**src/rtl/l1_data_mem_responder.sv**
```systemverilog
// L1 data cache memory-side responder: request queue, lane steering, ordered responses.
// Optional MIST1032ISA_DATA_RESP_PF_SQUASH_EN drops same-line reads after a faulting read.
module l1_data_mem_responder #(
    parameter int P_REQ_DEPTH    = 4,
    parameter int P_REQ_DEPTH_N  = 2,
    parameter int P_OUTS_DEPTH   = 8,
    parameter int P_OUTS_DEPTH_N = 3
) (
    input  logic        iCLOCK,
    input  logic        inRESET,
    input  logic        iREMOVE,
    input  logic        iCACHE_REQ,
    output logic        oCACHE_LOCK,
    input  logic [1:0]  iCACHE_ORDER,
    input  logic        iCACHE_RW,
    input  logic [13:0] iCACHE_TID,
    input  logic [1:0]  iCACHE_MMUMOD,
    input  logic [31:0] iCACHE_PDT,
    input  logic [31:0] iCACHE_ADDR,
    input  logic [31:0] iCACHE_DATA,
    output logic        oCACHE_VALID,
    output logic        oCACHE_PAGEFAULT,
    output logic [27:0] oCACHE_MMU_FLAGS,
    output logic [63:0] oCACHE_DATA,
    output logic        oMEM_REQ,
    input  logic        iMEM_LOCK,
    output logic        oMEM_RW,
    output logic [13:0] oMEM_TID,
    output logic [1:0]  oMEM_MMUMOD,
    output logic [31:0] oMEM_PDT,
    output logic [31:0] oMEM_ADDR,
    output logic [7:0]  oMEM_BE,
    output logic [63:0] oMEM_DATA,
    input  logic        iMEM_VALID,
    input  logic        iMEM_PAGEFAULT,
    input  logic [27:0] iMEM_MMU_FLAGS,
    input  logic [63:0] iMEM_DATA,
    output logic        oERR_SPURIOUS
);

    typedef struct packed {
        logic        rw;
        logic [1:0]  order;
        logic [13:0] tid;
        logic [1:0]  mmumod;
        logic [31:0] pdt;
        logic [31:0] addr;
        logic [31:0] data;
    } req_t;

    localparam logic [P_REQ_DEPTH_N:0]  L_REQ_FULL  = (P_REQ_DEPTH_N+1)'(P_REQ_DEPTH);
    localparam logic [P_OUTS_DEPTH_N:0] L_OUTS_FULL = (P_OUTS_DEPTH_N+1)'(P_OUTS_DEPTH);

    req_t                      r_req_mem [P_REQ_DEPTH];
    logic [P_REQ_DEPTH_N-1:0]  r_req_wp;
    logic [P_REQ_DEPTH_N-1:0]  r_req_rp;
    logic [P_REQ_DEPTH_N:0]    r_req_count;

    logic [26:0]               r_outs_mem [P_OUTS_DEPTH];
    logic [P_OUTS_DEPTH_N-1:0] r_outs_wp;
    logic [P_OUTS_DEPTH_N-1:0] r_outs_rp;
    logic [P_OUTS_DEPTH_N:0]   r_outs_count;

    logic        r_cvalid;
    logic        r_cpf;
    logic [27:0] r_cflags;
    logic [63:0] r_cdata;
    logic        r_spur;

    logic        w_req_empty;
    logic        w_req_push;
    logic        w_issue;
    logic        w_outs_empty;
    logic        w_rsp_pop;
    logic        w_fwd;
    req_t        w_head;
    req_t        w_in;
    logic [26:0] w_outs_head;
    logic        w_head_rw;
    logic [25:0] w_head_tag;

    assign w_in = '{rw: iCACHE_RW, order: iCACHE_ORDER, tid: iCACHE_TID,
                    mmumod: iCACHE_MMUMOD, pdt: iCACHE_PDT,
                    addr: iCACHE_ADDR, data: iCACHE_DATA};

    assign w_req_empty  = (r_req_count == '0);
    assign w_outs_empty = (r_outs_count == '0);
    assign oCACHE_LOCK  = (r_req_count == L_REQ_FULL) || iREMOVE;
    assign w_req_push   = iCACHE_REQ && !oCACHE_LOCK;
    assign oMEM_REQ     = !w_req_empty && (r_outs_count != L_OUTS_FULL) && !iREMOVE;
    assign w_issue      = oMEM_REQ && !iMEM_LOCK;
    assign w_rsp_pop    = iMEM_VALID && !w_outs_empty;

    assign w_head      = r_req_mem[r_req_rp];
    assign w_outs_head = r_outs_mem[r_outs_rp];
    assign w_head_rw   = w_outs_head[26];
    assign w_head_tag  = w_outs_head[25:0];

    always_ff @(posedge iCLOCK) begin
        if (w_req_push) r_req_mem[r_req_wp] <= w_in;
        if (w_issue) r_outs_mem[r_outs_wp] <= {w_head.rw, w_head.addr[31:6]};
    end

    // iREMOVE wins over everything in the request queue; push/issue are already blocked
    always_ff @(posedge iCLOCK or negedge inRESET) begin
        if (!inRESET) begin
            r_req_wp    <= '0;
            r_req_rp    <= '0;
            r_req_count <= '0;
        end else if (iREMOVE) begin
            r_req_wp    <= '0;
            r_req_rp    <= '0;
            r_req_count <= '0;
        end else begin
            if (w_req_push) r_req_wp <= r_req_wp + 1'b1;
            if (w_issue) r_req_rp <= r_req_rp + 1'b1;
            unique case ({w_req_push, w_issue})
                2'b10:   r_req_count <= r_req_count + 1'b1;
                2'b01:   r_req_count <= r_req_count - 1'b1;
                default: r_req_count <= r_req_count;
            endcase
        end
    end

    always_ff @(posedge iCLOCK or negedge inRESET) begin
        if (!inRESET) begin
            r_outs_wp    <= '0;
            r_outs_rp    <= '0;
            r_outs_count <= '0;
        end else begin
            if (w_issue) r_outs_wp <= r_outs_wp + 1'b1;
            if (w_rsp_pop) r_outs_rp <= r_outs_rp + 1'b1;
            unique case ({w_issue, w_rsp_pop})
                2'b10:   r_outs_count <= r_outs_count + 1'b1;
                2'b01:   r_outs_count <= r_outs_count - 1'b1;
                default: r_outs_count <= r_outs_count;
            endcase
        end
    end

    always_comb begin
        oMEM_RW     = 1'b0;
        oMEM_TID    = '0;
        oMEM_MMUMOD = '0;
        oMEM_PDT    = '0;
        oMEM_ADDR   = '0;
        oMEM_BE     = '0;
        oMEM_DATA   = '0;
        if (!w_req_empty) begin
            oMEM_RW     = w_head.rw;
            oMEM_TID    = w_head.tid;
            oMEM_MMUMOD = w_head.mmumod;
            oMEM_PDT    = w_head.pdt;
            oMEM_ADDR   = w_head.addr;
            oMEM_BE     = 8'hFF;
            oMEM_DATA   = {2{w_head.data}};
            if (!w_head.rw) begin
                unique case (w_head.order)
                    2'd0: begin
                        oMEM_BE   = 8'h01 << w_head.addr[2:0];
                        oMEM_DATA = {8{w_head.data[7:0]}};
                    end
                    2'd1: begin
                        oMEM_BE   = 8'h03 << {w_head.addr[2:1], 1'b0};
                        oMEM_DATA = {4{w_head.data[15:0]}};
                    end
                    2'd2: begin
                        oMEM_BE   = 8'h0F << {w_head.addr[2], 2'b00};
                        oMEM_DATA = {2{w_head.data}};
                    end
                    default: begin
                        oMEM_BE   = 8'hFF;
                        oMEM_DATA = {2{w_head.data}};
                    end
                endcase
            end
        end
    end

`ifdef MIST1032ISA_DATA_RESP_PF_SQUASH_EN
    typedef enum logic {S_IDLE, S_SQUASH} sq_t;

    sq_t         r_state;
    sq_t         w_state_nxt;
    logic [25:0] r_tag;
    logic [25:0] w_tag_nxt;
    logic        w_match;

    assign w_match = !w_outs_empty && w_head_rw && (w_head_tag == r_tag);

    always_ff @(posedge iCLOCK or negedge inRESET) begin
        if (!inRESET) begin
            r_state <= S_IDLE;
            r_tag   <= '0;
        end else begin
            r_state <= w_state_nxt;
            r_tag   <= w_tag_nxt;
        end
    end

    always_comb begin
        w_state_nxt = r_state;
        w_tag_nxt   = r_tag;
        if (w_fwd && iMEM_PAGEFAULT && w_head_rw) begin
            w_state_nxt = S_SQUASH;
            w_tag_nxt   = w_head_tag;
        end else if (r_state == S_SQUASH && !w_match) begin
            w_state_nxt = S_IDLE;
        end
    end

    always_comb begin
        w_fwd = w_rsp_pop;
        if (r_state == S_SQUASH && w_match) w_fwd = 1'b0;
    end
`else
    logic w_unused_outs;
    assign w_unused_outs = ^{w_head_rw, w_head_tag};
    assign w_fwd = w_rsp_pop;
`endif

    always_ff @(posedge iCLOCK or negedge inRESET) begin
        if (!inRESET) begin
            r_cvalid <= 1'b0;
            r_cpf    <= 1'b0;
            r_cflags <= '0;
            r_cdata  <= '0;
            r_spur   <= 1'b0;
        end else begin
            r_cvalid <= w_fwd;
            if (w_fwd) begin
                r_cpf    <= iMEM_PAGEFAULT;
                r_cflags <= iMEM_MMU_FLAGS;
                r_cdata  <= iMEM_DATA;
            end
            if (iMEM_VALID && w_outs_empty) r_spur <= 1'b1;
        end
    end

    assign oCACHE_VALID     = r_cvalid;
    assign oCACHE_PAGEFAULT = r_cpf;
    assign oCACHE_MMU_FLAGS = r_cflags;
    assign oCACHE_DATA      = r_cdata;
    assign oERR_SPURIOUS    = r_spur;

endmodule

```
**config.mk**
```make
export PLATFORM = sky130hd
export DESIGN_NAME = l1_data_mem_responder
export DESIGN_NICKNAME = d
export VERILOG_FILES = /design/src/rtl/l1_data_mem_responder.sv
export SDC_FILE = /design/constraint.sdc
export NUM_CORES = 1
export LEC_CHECK = 0
export CAP_MARGIN = 25
export CORE_AREA = 2 2 276 278
export CTS_CLUSTER_SIZE = 16
export DETAILED_ROUTE_END_ITERATION = 10
export DIE_AREA = 0 0 278 280
export GPL_TIMING_DRIVEN = 0
export PLACE_DENSITY = 0.5
export SLEW_MARGIN = 20
export SYNTH_ARGS = -nofsm -noshare
export SYNTH_HDL_FRONTEND = slang
export SYNTH_SLANG_ARGS = --single-unit
```
**constraint.sdc**
```tcl
create_clock -name iCLOCK -period 5.5 [get_ports iCLOCK]
set_input_delay 1.1 -clock iCLOCK [delete_from_list [all_inputs] [get_ports iCLOCK]]
set_output_delay 1.1 -clock iCLOCK [all_outputs]
set_load 0.005 [all_outputs]
```
; Yosys cells after proc, flatten, opt, wreduce, memory -nomap -nowiden
; Memory sizes are Yosys's and may differ from the RTL's.
; Index checks and enable logic that the tools add are counted.
[classes]
n_mux = 20
n_eq_ne = 8
div_mod_pow = 0
n_mul = 0
n_addsub = 6
n_reduce_logical = 19
bitwise = 0
order_cmp = 0
shift = 3
[ops]
columns = cell, n
row1 = $mux W64, 2
row2 = $pmux W64 S2, 1
row3 = $mux W32, 2
row4 = $pmux W8 S3, 1
row5 = $mux W8, 2
row6 = $mux W14, 1
row7 = $mux W2, 5
row8 = $pmux W4 S2, 1
row9 = $shl A1 B3 Y8 const A, 1
row10 = $shl A2 B3 Y8 const A, 1
row11 = $shl A4 B3 Y8 const A, 1
row12 = $eq A2 B1 Y1 const B, 3
row13 = $eq A2 B2 Y1 const B, 3
row14 = $logic_and A1 B1 Y1, 6
row15 = $pmux W3 S2, 1
row16 = $reduce_bool A2 Y1, 3
row17 = $logic_not A1 Y1, 5
row18 = $add A2 B1 Y2 const B, 2
row19 = $add A4 B1 Y4 const B, 1
row20 = $logic_not A4 Y1, 1
row21 = $ne A4 B4 Y1 const B, 1
row22 = $sub A4 B1 Y4 const B, 1
row23 = $add A3 B1 Y3 const B, 1
row24 = $eq A3 B3 Y1 const B, 1
row25 = 7 further kinds, 9
[totals]
rom_bits = 0
elab_cells = 66
latch_bits = 0
in_bits = 214
mem_count = 1
mem_bits_rw = 460
ff_bits = 106
[memory_table]
columns = memory, depth, word_bits, read_ports, rd_clocked_by_memory_dff, wr, line
row1 = r_req_mem, 4, 115, 1, 0, 1, 54  ; req_t r_req_mem [P_REQ_DEPTH];

; Longest topological paths before layout
; Gate-level depths: netlist of the first run.
[logic_depth]
word_depth = 8
mapped_depth = 10

; Worst setup path after synthesis of the first run
; OpenSTA, ideal clock, no wires.
[synth_path]
path_kind = input to register
startpoint = input port iCACHE_REQ
endpoint = memory r_req_mem[0][0] (netlist name), enable pin
n_path_buf = 1
path_slack_ps = 507
arrival_time_ps = 4506
setup_time_ps = 487
t_required_ps = 5013
stages = 4
path_cell_list = inv_1 a211oi_1 clkbuf_1 and2_1
[synth_between]
elab_chain_cells = 3
[synth_lines]
columns = item, line
row1 = "start, declared", 12  ; input logic iCACHE_REQ,
row2 = $logic_and A1 B1 Y1, 89  ; assign w_req_push = iCACHE_REQ && !oCACHE_LOCK;
row3 = $mux W1, 100  ; if (w_req_push) r_req_mem[r_req_wp] <= w_in;
row4 = $mux W1 (implied by the code), 100
row5 = "end, declared", 54
; Every way passes these cells.

; Worst setup path in the final report of the first run
[layout_path]
startpoint = register r_req_count[2]
endpoint = output port oMEM_DATA[49]
[layout_between]
elab_chain_cells = 2
[layout_lines]
columns = item, line
row1 = "start, declared", 57  ; logic [P_REQ_DEPTH_N:0] r_req_count;
row2 = "start signal, assigned", 118  ; 2'b10: r_req_count <= r_req_count + 1'b1;
row3 = "start signal, assigned", 119  ; 2'b01: r_req_count <= r_req_count - 1'b1;
row4 = "start signal, assigned", 120  ; default: r_req_count <= r_req_count;
row5 = $logic_not A3 Y1, 86  ; assign w_req_empty = (r_req_count == '0);
row6 = $mux W64, 149  ; if (!w_req_empty) begin
row7 = "end, declared", 33  ; output logic [63:0] oMEM_DATA,
; Every way passes these cells.

==> key figures, run 1 <==
Status
  • Status: finished clean

Global route
  • Initial antenna violation count: 15
  • Total gr overflow: 0
  • Pin count of the biggest net entering global routing: 75
  • Global-route wire length before repair: 93.23 mm
  • Vias in the first global route: 13870
  • Tot GR Track Use: 16.42%

Timing
  • Slew Limit Fails: 0
  • Final number of setup-violating endpoints: 0
  • Hold WS: 0.4088 ns
  • Worst Tran Pin Value: 0.9349 ns
  • RSZ-0062 raised after global routing: no
  • Fmax: 0.1954 GHz
  • Setup tns final: 0 ns
  • Endpoints failing hold: 0
  • Clock period minus worst slack: 5.117 ns
  • Fin crit share: 93.03%
  • Clock skew: 0.01839 ns
  • Rel. slew slack: 37.33%

Layout
  • Seq. cell area: 16470 sq um
  • Layout cells sized above 1: 15.64%
  • Layout Nets: 2093
  • Commonest non-fill, non-tap cells in the layout: clkdlybuf4s50_1 (462), edfxtp_1 (460), nand2_1 (320)
  • Post-route cell area: 30670 sq um
  • Area growth syn-to-layout: 37.36%
  • Multi-input combinational cell area: 5300 sq um
  • Commonest non-fill, non-tap cell in the layout: clkdlybuf4s50_1
  • Fillcell total: 6891

Worst setup path
  • Critical Path Source: r_req_count[2]
  • Crit path arrival time: 4.02 ns
  • Worst-path fanout max: 8
  • R2r setup slk: 2.47 ns
  • Termination of the worst setup path: oMEM_DATA[49]
  • CP Class: reg2out
  • Cells on worst reg2reg path: 10
  • Worst r2r dst: r_outs_count[3]
  • Critical Path RT: 4.40 ns
  • Endpoint class of the critical path: primary output
  • Startpoint Class: flop
  • RR Startpoint: r_outs_count[1]

Pwr
  • Pwr Total: 11.60 mW
  • Worst vdd ir: 237.5 uV
  • Power Dens Cells: 378.4 nW/um^2
  • Leakage: 10.86 nW

Yosys
  • Post-synth EDFFs: 460
  • Synth Register Bits: 566
  • Synth area leader: edfxtp_1
  • Yosys top cell area share: 61.87%
  • Register area share after synthesis: 73.75%
  • FFs w/ async S/R, synth: 18.73%
  • Ys Warns: 0
  • Area contributors post-synth: edfxtp_1 (62%), dfrtp_1 (12%), mux4_2 (12%)
  • Synth cell types: 44
  • Synth Net Count: 1546
  • Top_reg_cell synth: edfxtp_1
  • Syn Area/Cell: 16.88 sq um
  • Post-synth design cell area: 22330 sq um
  • Cell count after synthesis: 1323

Placed design
  • Post-DP Area: 28540 sq um
  • RePlAce Congestion: 0.8167
  • Hpwl dp: 46.08 mm
  • Buffers on Ports: 463

Clock network
  • CTS Hold Bufs: 0
  • CTS sink cnt: 566
  • Root buf cell: clkbuf_16
  • H-tree depth: 3
  • Postcts setup bufs: 0
  • CTS-repair resized insts: 0
  • CTS clock-pin slew for the worst setup and hold paths: 0.06 ns
  • Clock Latency Late Sink: 0.60 ns
  • Clk buf depth: 3
  • CTS tree: yes
  • Cts bufs inserted: 67

Detailed routing
  • Avg WL per Cell: 22.37 um
  • DRC errors left: 0
  • DRT antenna net count: 0
  • Number of detailed-route iterations in the first pass: 5
  • Routed via count: 13260
  • WL final: 64.82 mm
  • Routed vias/inst: 4.577
  • Initial drt markers: 654

Floorplan
  • IO Pins: 464
  • Initial core utilization: 29.69%
  • Site Rows: 101
  • Core region area: 75190 sq um
  • Chip height: 280 um
  • Die W: 278 um
  • Die area: 77840 sq um

Job
  • Max Cap Viol: 0

Min path
  • HP Class: in2async
[power breakdown]
part | switching, mW | leakage, nW | internal, mW
registers | 0.161 | 5.48 | 4.99
clock network | 1.76 | 1.02 | 2.52
logic | 1.01 | 4.37 | 1.17
total | 2.93 | 10.9 | 8.67
[Yosys cell counts, types with 3 or more instances]
| cell type | instances |
|---|---|
| inv_1 | 10 |
| mux2i_1 | 12 |
| dfrtp_1 | 106 |
| a21oi_2 | 8 |
| nand3_1 | 7 |
| ha_1 | 7 |
| xnor2_1 | 6 |
| edfxtp_1 | 460 |
| o21ai_0 | 9 |
| mux4_2 | 115 |
| clkbuf_1 | 35 |
| a211oi_1 | 10 |
| nor2_1 | 20 |
| and2_1 | 92 |
| buf_1 | 4 |
| nand2_1 | 320 |
| a21o_1 | 3 |
| buf_4 | 32 |
| buf_2 | 25 |
| a21oi_1 | 8 |
[worst max-delay path, cell delays in order, from the launching register on]
cell and delay, ns:
dfrtp_1 0.48, or3_1 0.15, clkbuf_1 0.36, buf_8 0.21
clkbuf_1 0.26, buf_6 0.21, and2_1 0.51, nand2_1 0.10
nand2_1 0.33, buf_4 0.18, clkdlybuf4s50_1 0.60
[how the worst min path moves through the flow]
stage	from	end	slack [ns]	cells after the start
final	inRESET	oCACHE_DATA[23]	0.41	1
after global routing	inRESET	oCACHE_DATA[23]	0.40	1
after CTS	inRESET	oCACHE_DATA[16]	0.38	1
after detailed placement	oCACHE_MMU_FLAGS[25]	oCACHE_MMU_FLAGS[25]	0.46	2
after global placement	oERR_SPURIOUS	oERR_SPURIOUS	0.46	1
after floorplan	oERR_SPURIOUS	oERR_SPURIOUS	0.47	1
[cells by family (layout without fill, tap and decap cells)]
logic type	count (synthesis)	in the layout	synth area share, %
other	0	1	0
DFF	566	566	73.75
AOI/OAI and AO/OA	50	50	1.648
buffers and inverters	108	703	2.561
muxes	128	128	12.19
xor gates and xnor gates	8	8	0.3138
adders and majority gates	9	9	0.5716
and+or+nand+nor	454	454	8.972
[state kept, by name, summed over array words and instances (netlist names)]
signal,flops
oERR_SPURIOUS,1
oCACHE_VALID,1
r_req_count,3
r_req_mem,460
r_req_rp,2
r_req_wp,2
r_outs_count,4
oCACHE_PAGEFAULT,1
oCACHE_DATA,64
oCACHE_MMU_FLAGS,28
[area by class of cell]
cell class                 count  area share, %
multi-input combinational    649          17.28
inverter                      10         0.1224
timing repair buffer         478          16.22
tap                          978          3.990
clock inverter                29          1.085
buffer                        98          1.742
clock buffer                  88          5.859
sequential                   566          53.69
antenna                        1       0.008160
[metrics by stage]
stage / cells / worst slack (ns) / utilization, %
5_1_grt: 2896 / 0.06904 / 40.78
6_report: 2897 / 0.3833 / 40.79
4_1_cts: 2896 / 0.07763 / 40.78
2_1_floorplan: 1323 / 0.5067 / -
3_3_place_gp: 2764 / -3.018 / 37.49
3_5_place_dp: 2779 / 0.7667 / 37.95
[layer usage]
layer  GRT usage [%]  routed length [um]  up-vias
li1                -                   -     5979
met1           19.70               26160     6741
met2           27.93               31940      427
met3           6.079                5517       86
met4           4.144                1029       26
met5               0                 172        -
No activity file was read; power rests on OpenSTA's default activity.
==> run 2: changes to the inputs <==
PLACE_DENSITY = 0.58   (was 0.5)
==> key figures, run 2 (synthesis results as in run 1) <==
Status
  • Status: finished clean (unchanged)

Worst setup path
  • R2r setup slk: 2.46 ns (was 2.47 ns)
  • RR Startpoint: r_req_count[0] (was r_outs_count[1])
  • Worst r2r dst: r_req_mem[2][84] (was r_outs_count[3])
  • Critical Path Source: r_req_count[0] (was r_req_count[2])
  • Crit path arrival time: 4.03 ns (was 4.02 ns)
  • Startpoint Class: flop (unchanged)
  • Termination of the worst setup path: oMEM_DATA[51] (was oMEM_DATA[49])
  • Cells on worst reg2reg path: 7 (was 10)
  • CP Class: reg2out (unchanged)
  • Endpoint class of the critical path: primary output (unchanged)
  • Worst-path fanout max: 7 (was 8)
  • Critical Path RT: 4.40 ns (about the same)

Clock network
  • H-tree depth: 3 (unchanged)
  • Postcts setup bufs: 0 (unchanged)
  • CTS tree: yes (unchanged)
  • CTS clock-pin slew for the worst setup and hold paths: 0.06 ns (about the same)
  • CTS-repair resized insts: 0 (unchanged)
  • Root buf cell: clkbuf_16 (unchanged)
  • CTS sink cnt: 566 (unchanged)
  • Cts bufs inserted: 67 (unchanged)
  • Clk buf depth: 3 (unchanged)
  • CTS Hold Bufs: 0 (unchanged)
  • Clock Latency Late Sink: 0.60 ns (about the same)

Detailed routing
  • Avg WL per Cell: 22.19 um (was 22.37 um)
  • Routed via count: 13250 (was 13260)
  • Routed vias/inst: 4.572 (was 4.577)
  • Number of detailed-route iterations in the first pass: 5 (unchanged)
  • Initial drt markers: 711 (was 654)
  • DRC errors left: 0 (unchanged)
  • DRT antenna net count: 0 (unchanged)
  • WL final: 64.34 mm (was 64.82 mm)

Layout
  • Register with the most flip-flops: r_req_mem (unchanged)
  • Layout Nets: 2092 (was 2093)
  • Seq. cell area: 16470 sq um (unchanged)
  • Area growth syn-to-layout: 37.70% (was 37.36%)
  • Max reg flops: 460 (unchanged)
  • Post-route cell area: 30740 sq um (was 30670 sq um)
  • Commonest non-fill, non-tap cells in the layout: clkdlybuf4s50_1 (462), edfxtp_1 (460), nand2_1 (320) (unchanged)
  • Commonest non-fill, non-tap cell in the layout: clkdlybuf4s50_1 (unchanged)
  • Layout Cells excl Fill: 2899 (was 2897)
  • Layout cells sized above 1: 15.66% (was 15.64%)
  • Multi-input combinational cell area: 5300 sq um (unchanged)
  • Fillcell total: 6840 (was 6891)

Global route
  • Total gr overflow: 0 (unchanged)
  • Initial antenna violation count: 23 (was 15)
  • Tot GR Track Use: 16.39% (was 16.42%)
  • Pin count of the biggest net entering global routing: 76 (was 75)
  • Global-route wire length before repair: 93.25 mm (was 93.23 mm)
  • Vias in the first global route: 14170 (was 13870)

Timing
  • Clock skew: 0.02841 ns (was 0.01839 ns)
  • Final number of setup-violating endpoints: 0 (unchanged)
  • Endpoints failing hold: 0 (unchanged)
  • Rel. slew slack: 33.10% (was 37.33%)
  • Fmax: 0.1949 GHz (was 0.1954 GHz)
  • RSZ-0062 raised after global routing: no (unchanged)
  • Fin crit share: 93.31% (was 93.03%)
  • Slew Limit Fails: 0 (unchanged)
  • Clock period minus worst slack: 5.132 ns (was 5.117 ns)
  • Worst Tran Pin Value: 1.004 ns (was 0.9349 ns)
  • Final WS setup: 0.3682 ns (was 0.3833 ns)

Pwr
  • Worst vdd ir: 284.2 uV (was 237.5 uV)
  • Leakage: 10.89 nW (was 10.86 nW)
  • Power Dens Cells: 380.4 nW/um^2 (was 378.4 nW/um^2)
  • Sequential power share: 44.0% (was 44.4%)
  • Pwr Total: 11.70 mW (was 11.60 mW)
  • Sw Share: 25.47% (was 25.24%)
  • Sw power: 2.978 mW (was 2.929 mW)
  • Internal: 8.717 mW (was 8.675 mW)
  • Share of total power in the clock network: 37.2% (was 36.9%)
  • Comb power frac: 18.7% (about the same)

Floorplan
  • Chip height: 280 um (unchanged)
  • IO Pins: 464 (unchanged)
  • Site Rows: 101 (unchanged)
  • Initial core utilization: 29.69% (unchanged)
  • Core region area: 75190 sq um (unchanged)
  • Die W: 278 um (unchanged)
  • Die area: 77840 sq um (unchanged)

Placed design
  • RePlAce Congestion: 0.8931 (was 0.8167)
  • Placed Instances: 2778 (was 2779)
  • Place WS: 0.7803 ns (was 0.7667 ns)
  • Hpwl dp: 46.46 mm (was 46.08 mm)
  • Buffers on Ports: 463 (unchanged)
  • Post-DP Area: 28540 sq um (unchanged)

Job
  • Max Cap Viol: 0 (unchanged)

Min path
  • HP Class: in2async (unchanged)
## run 2: cell types whose count changed in the layout (fill, tap and decap cells not counted), moves of 2 or more
cell,before,now
clkinv_4,1,3
diode_2,1,5
clkbuf_1,53,51
clkinv_16,1,4
## run 2: layer usage
metal	share of wire, %	wire length (um)	global-route usage, %
met1	37	23820	17.81
met2	49	31720	28.24
met3	10	6557	7.344
met4	3.1	2002	5.863
met5	0.37	241	0
## run 2: cell type report
type	count	area share [%]
antenna	5	0.04070
timing repair buffer	477	16.18
clock buffer	85	5.775
inverter	10	0.1221
sequential	566	53.56
tap	978	3.980
buffer	98	1.738
multi-input combinational	649	17.24
clock inverter	31	1.367
## run 2: worst min path at each step
stage / endpoint / slack [ns]
2_1_floorplan: oERR_SPURIOUS / 0.47
3_3_place_gp: oCACHE_MMU_FLAGS[0] / 0.46
3_5_place_dp: oCACHE_MMU_FLAGS[0] / 0.46
4_1_cts: oCACHE_DATA[22] / 0.34
5_1_grt: oCACHE_DATA[22] / 0.37
6_report: oCACHE_DATA[21] / 0.38
## run 2: through the flow
step           hold slack (ns)  setup TNS, ns  utilization [%]
3_5_place_dp            0.4621              0            37.95
5_1_grt                 0.3745              0            40.88
6_report                0.3810              0            40.89
2_1_floorplan           0.4663              0                -
3_3_place_gp            0.4560       -1387.65            37.49
4_1_cts                 0.3437              0            40.87
## run 2: power groups by stage
| stage | sequential (mW) | combinational, mW | clock, mW |
|---|---|---|---|
| detailed placement | 5.24 | 2.24 | 0 |
| global route | 5.18 | 2.39 | 4.65 |
| floorplan | 5.24 | 0.836 | 0 |
| finish | 5.15 | 2.19 | 4.36 |
| global placement | 5.25 | 2.19 | 0 |
| CTS | 5.15 | 2.25 | 4.48 |
## run 2: critical path, cell delays in order (launching register included)
cell             delay [ns]
dfrtp_1                0.47
or3_1                  0.16
clkbuf_1               0.74
clkbuf_1               0.33
buf_6                  0.22
and2_1                 0.38
nand2_1                0.12
nand2_1                0.20
buf_4                  0.14
clkdlybuf4s50_1        0.65
==> run 3: changes to the inputs <==
CORE_AREA = 2 2 330 234   (was 2 2 276 278)
DIE_AREA = 0 0 332 236   (was 0 0 278 280)
MAX_ROUTING_LAYER = met4   (was default)
==> key figures, run 3 (synthesis results as in run 1) <==
Detailed routing
  • Routed vias/inst: 4.510 (was 4.572)
  • Avg WL per Cell: 20.49 um (was 22.19 um)
  • DRC errors left: 0 (unchanged)
  • Initial drt markers: 725 (was 711)
  • Number of detailed-route iterations in the first pass: 7 (was 5)
  • WL final: 59.80 mm (was 64.34 mm)
  • DRT antenna net count: 0 (unchanged)
  • Routed via count: 13160 (was 13250)

Clock network
  • Postcts setup bufs: 0 (unchanged)
  • CTS-repair resized insts: 1 (was 0)
  • CTS clock-pin slew for the worst setup and hold paths: 0.06 ns (about the same)
  • H-tree depth: 2 (was 3)
  • Clock Latency Late Sink: 0.62 ns (was 0.60 ns)
  • Root buf cell: clkbuf_16 (unchanged)
  • Clk buf depth: 3 (unchanged)
  • CTS sink cnt: 566 (unchanged)
  • CTS Hold Bufs: 0 (unchanged)
  • Cts bufs inserted: 57 (was 67)
  • CTS tree: yes (unchanged)

Global route
  • Global-route wire length before repair: 88.75 mm (was 93.25 mm)
  • Initial antenna violation count: 15 (was 23)
  • Total gr overflow: 0 (unchanged)
  • Tot GR Track Use: 15.55% (was 16.39%)
  • Vias in the first global route: 13900 (was 14170)
  • Pin count of the biggest net entering global routing: 59 (was 76)

Layout
  • Commonest non-fill, non-tap cells in the layout: clkdlybuf4s50_1 (462), edfxtp_1 (460), nand2_1 (320) (unchanged)
  • Commonest non-fill, non-tap cell in the layout: clkdlybuf4s50_1 (unchanged)
  • Layout cells sized above 1: 15.66% (about the same)
  • Max reg flops: 460 (unchanged)
  • Layout Cells excl Fill: 2918 (was 2899)
  • Layout Nets: 2081 (was 2092)
  • Register with the most flip-flops: r_req_mem (unchanged)
  • Area growth syn-to-layout: 36.78% (was 37.70%)

Timing
  • Rel. slew slack: 36.05% (was 33.10%)
  • Clock period minus worst slack: 5.036 ns (was 5.132 ns)
  • Fmax: 0.1986 GHz (was 0.1949 GHz)
  • Final number of setup-violating endpoints: 0 (unchanged)
  • RSZ-0062 raised after global routing: no (unchanged)
  • Slew Limit Fails: 0 (unchanged)
  • Fin crit share: 91.56% (was 93.31%)
  • Worst Tran Pin Value: 0.9592 ns (was 1.004 ns)
  • Endpoints failing hold: 0 (unchanged)
  • Clock skew: 0.02440 ns (was 0.02841 ns)

Worst setup path
  • Worst r2r dst: r_outs_count[3] (was r_req_mem[2][84])
  • Critical Path RT: 4.40 ns (about the same)
  • Critical Path Source: r_req_count[0] (unchanged)
  • Startpoint Class: flop (unchanged)
  • Worst-path fanout max: 10 (was 7)
  • Endpoint class of the critical path: primary output (unchanged)
  • Cells on worst reg2reg path: 10 (was 7)
  • Crit path arrival time: 3.94 ns (was 4.03 ns)
  • R2r setup slk: 2.27 ns (was 2.46 ns)
  • RR Startpoint: r_outs_count[1] (was r_req_count[0])
  • CP Class: reg2out (unchanged)

Placed design
  • Buffers on Ports: 463 (unchanged)
  • RePlAce Congestion: 0.8502 (was 0.8931)
  • Hpwl dp: 42.59 mm (was 46.46 mm)
  • Placed Instances: 2799 (was 2778)

Floorplan
  • Chip height: 236 um (was 280 um)
  • IO Pins: 464 (unchanged)
  • Die area: 78350 sq um (was 77840 sq um)
  • Core region area: 75720 sq um (was 75190 sq um)
  • Site Rows: 85 (was 101)
  • Initial core utilization: 29.49% (was 29.69%)
  • Die W: 332 um (was 278 um)

Pwr
  • Pwr Total: 11.39 mW (was 11.70 mW)
  • Internal: 8.586 mW (was 8.717 mW)
  • Leakage: 10.79 nW (was 10.89 nW)
  • Worst vdd ir: 220.7 uV (was 284.2 uV)
  • Sequential power share: 45.2% (was 44.0%)
  • Power Dens Cells: 373.1 nW/um^2 (was 380.4 nW/um^2)
  • Share of total power in the clock network: 35.9% (was 37.2%)
  • Comb power frac: 18.9% (was 18.7%)
  • Sw power: 2.807 mW (was 2.978 mW)
  • Sw Share: 24.64% (was 25.47%)

Job
  • Max Cap Viol: 0 (unchanged)

Status
  • Status: finished clean (unchanged)

Min path
  • HP Class: in2async (unchanged)
[run 3: changes by cell type in the layout (fill, tap and decap cells not counted), moves of 6 or more]
cell	change
bufinv_16	+6
clkbuf_1	-9
clkbuf_16	-11
clkinv_2	+6
diode_2	+10
[run 3: power by group through the flow]
stage | Clock (mW) | Sequential, mW | Combinational [mW]
floorplan | 0 | 5.24 | 0.836
global placement | 0 | 5.25 | 2.12
detailed placement | 0 | 5.24 | 2.18
CTS | 4.22 | 5.15 | 2.19
global route | 4.38 | 5.18 | 2.34
finish | 4.10 | 5.15 | 2.15
[run 3: critical path, stage by stage, from the launching register on]
cell,delay (ns)
dfrtp_1,0.46
or3_1,0.14
clkbuf_1,0.64
clkbuf_2,0.48
clkbuf_1,0.54
nand3_1,0.15
nand2_1,0.26
buf_4,0.15
clkdlybuf4s50_1,0.49
[run 3: metal layers]
layer	track usage (%)	wire length (um)	up-vias
li1	-	-	5992
met1	19.04	25250	6639
met2	23.89	27550	436
met3	6.495	5916	94
met4	3.733	1077	0
met5	-	0	-
[run 3: final cells by class]
cell class,count,area [sq um]
sequential,566,16470
buffer,98,535.5
clock buffer,66,1470
timing repair buffer,476,4933
clock inverter,38,501.7
fill,6937,45180
multi-input combinational,649,5308
tap,1000,1251
inverter,10,37.54
antenna,15,37.54
[run 3: per-stage QoR]
stage / utilization, % / setup TNS (ns) / setup slack, ns / area, sq um / hold slack [ns]
finish: 40.33 / 0 / 0.4640 / 30540 / 0.4343
global route: 40.33 / 0 / 0.03926 / 30540 / 0.4312
CTS: 40.28 / 0 / 0.2098 / 30500 / 0.4045
detailed placement: 37.68 / 0 / 0.6150 / 28530 / 0.4616
global placement: 37.26 / -1392.91 / -2.894 / 28210 / 0.4592
floorplan: - / 0 / 0.5067 / 22330 / 0.4663
[run 3: how the worst max path moves through the flow]
| stage | endpoint | depth (start not counted) |
|---|---|---|
| 2_1_floorplan | r_req_mem[0][0] | 4 |
| 3_3_place_gp | r_req_mem[3][52] | 5 |
| 3_5_place_dp | oMEM_DATA[53] | 8 |
| 4_1_cts | oMEM_DATA[53] | 8 |
| 5_1_grt | oMEM_DATA[48] | 8 |
| 6_report | oMEM_DATA[48] | 8 |
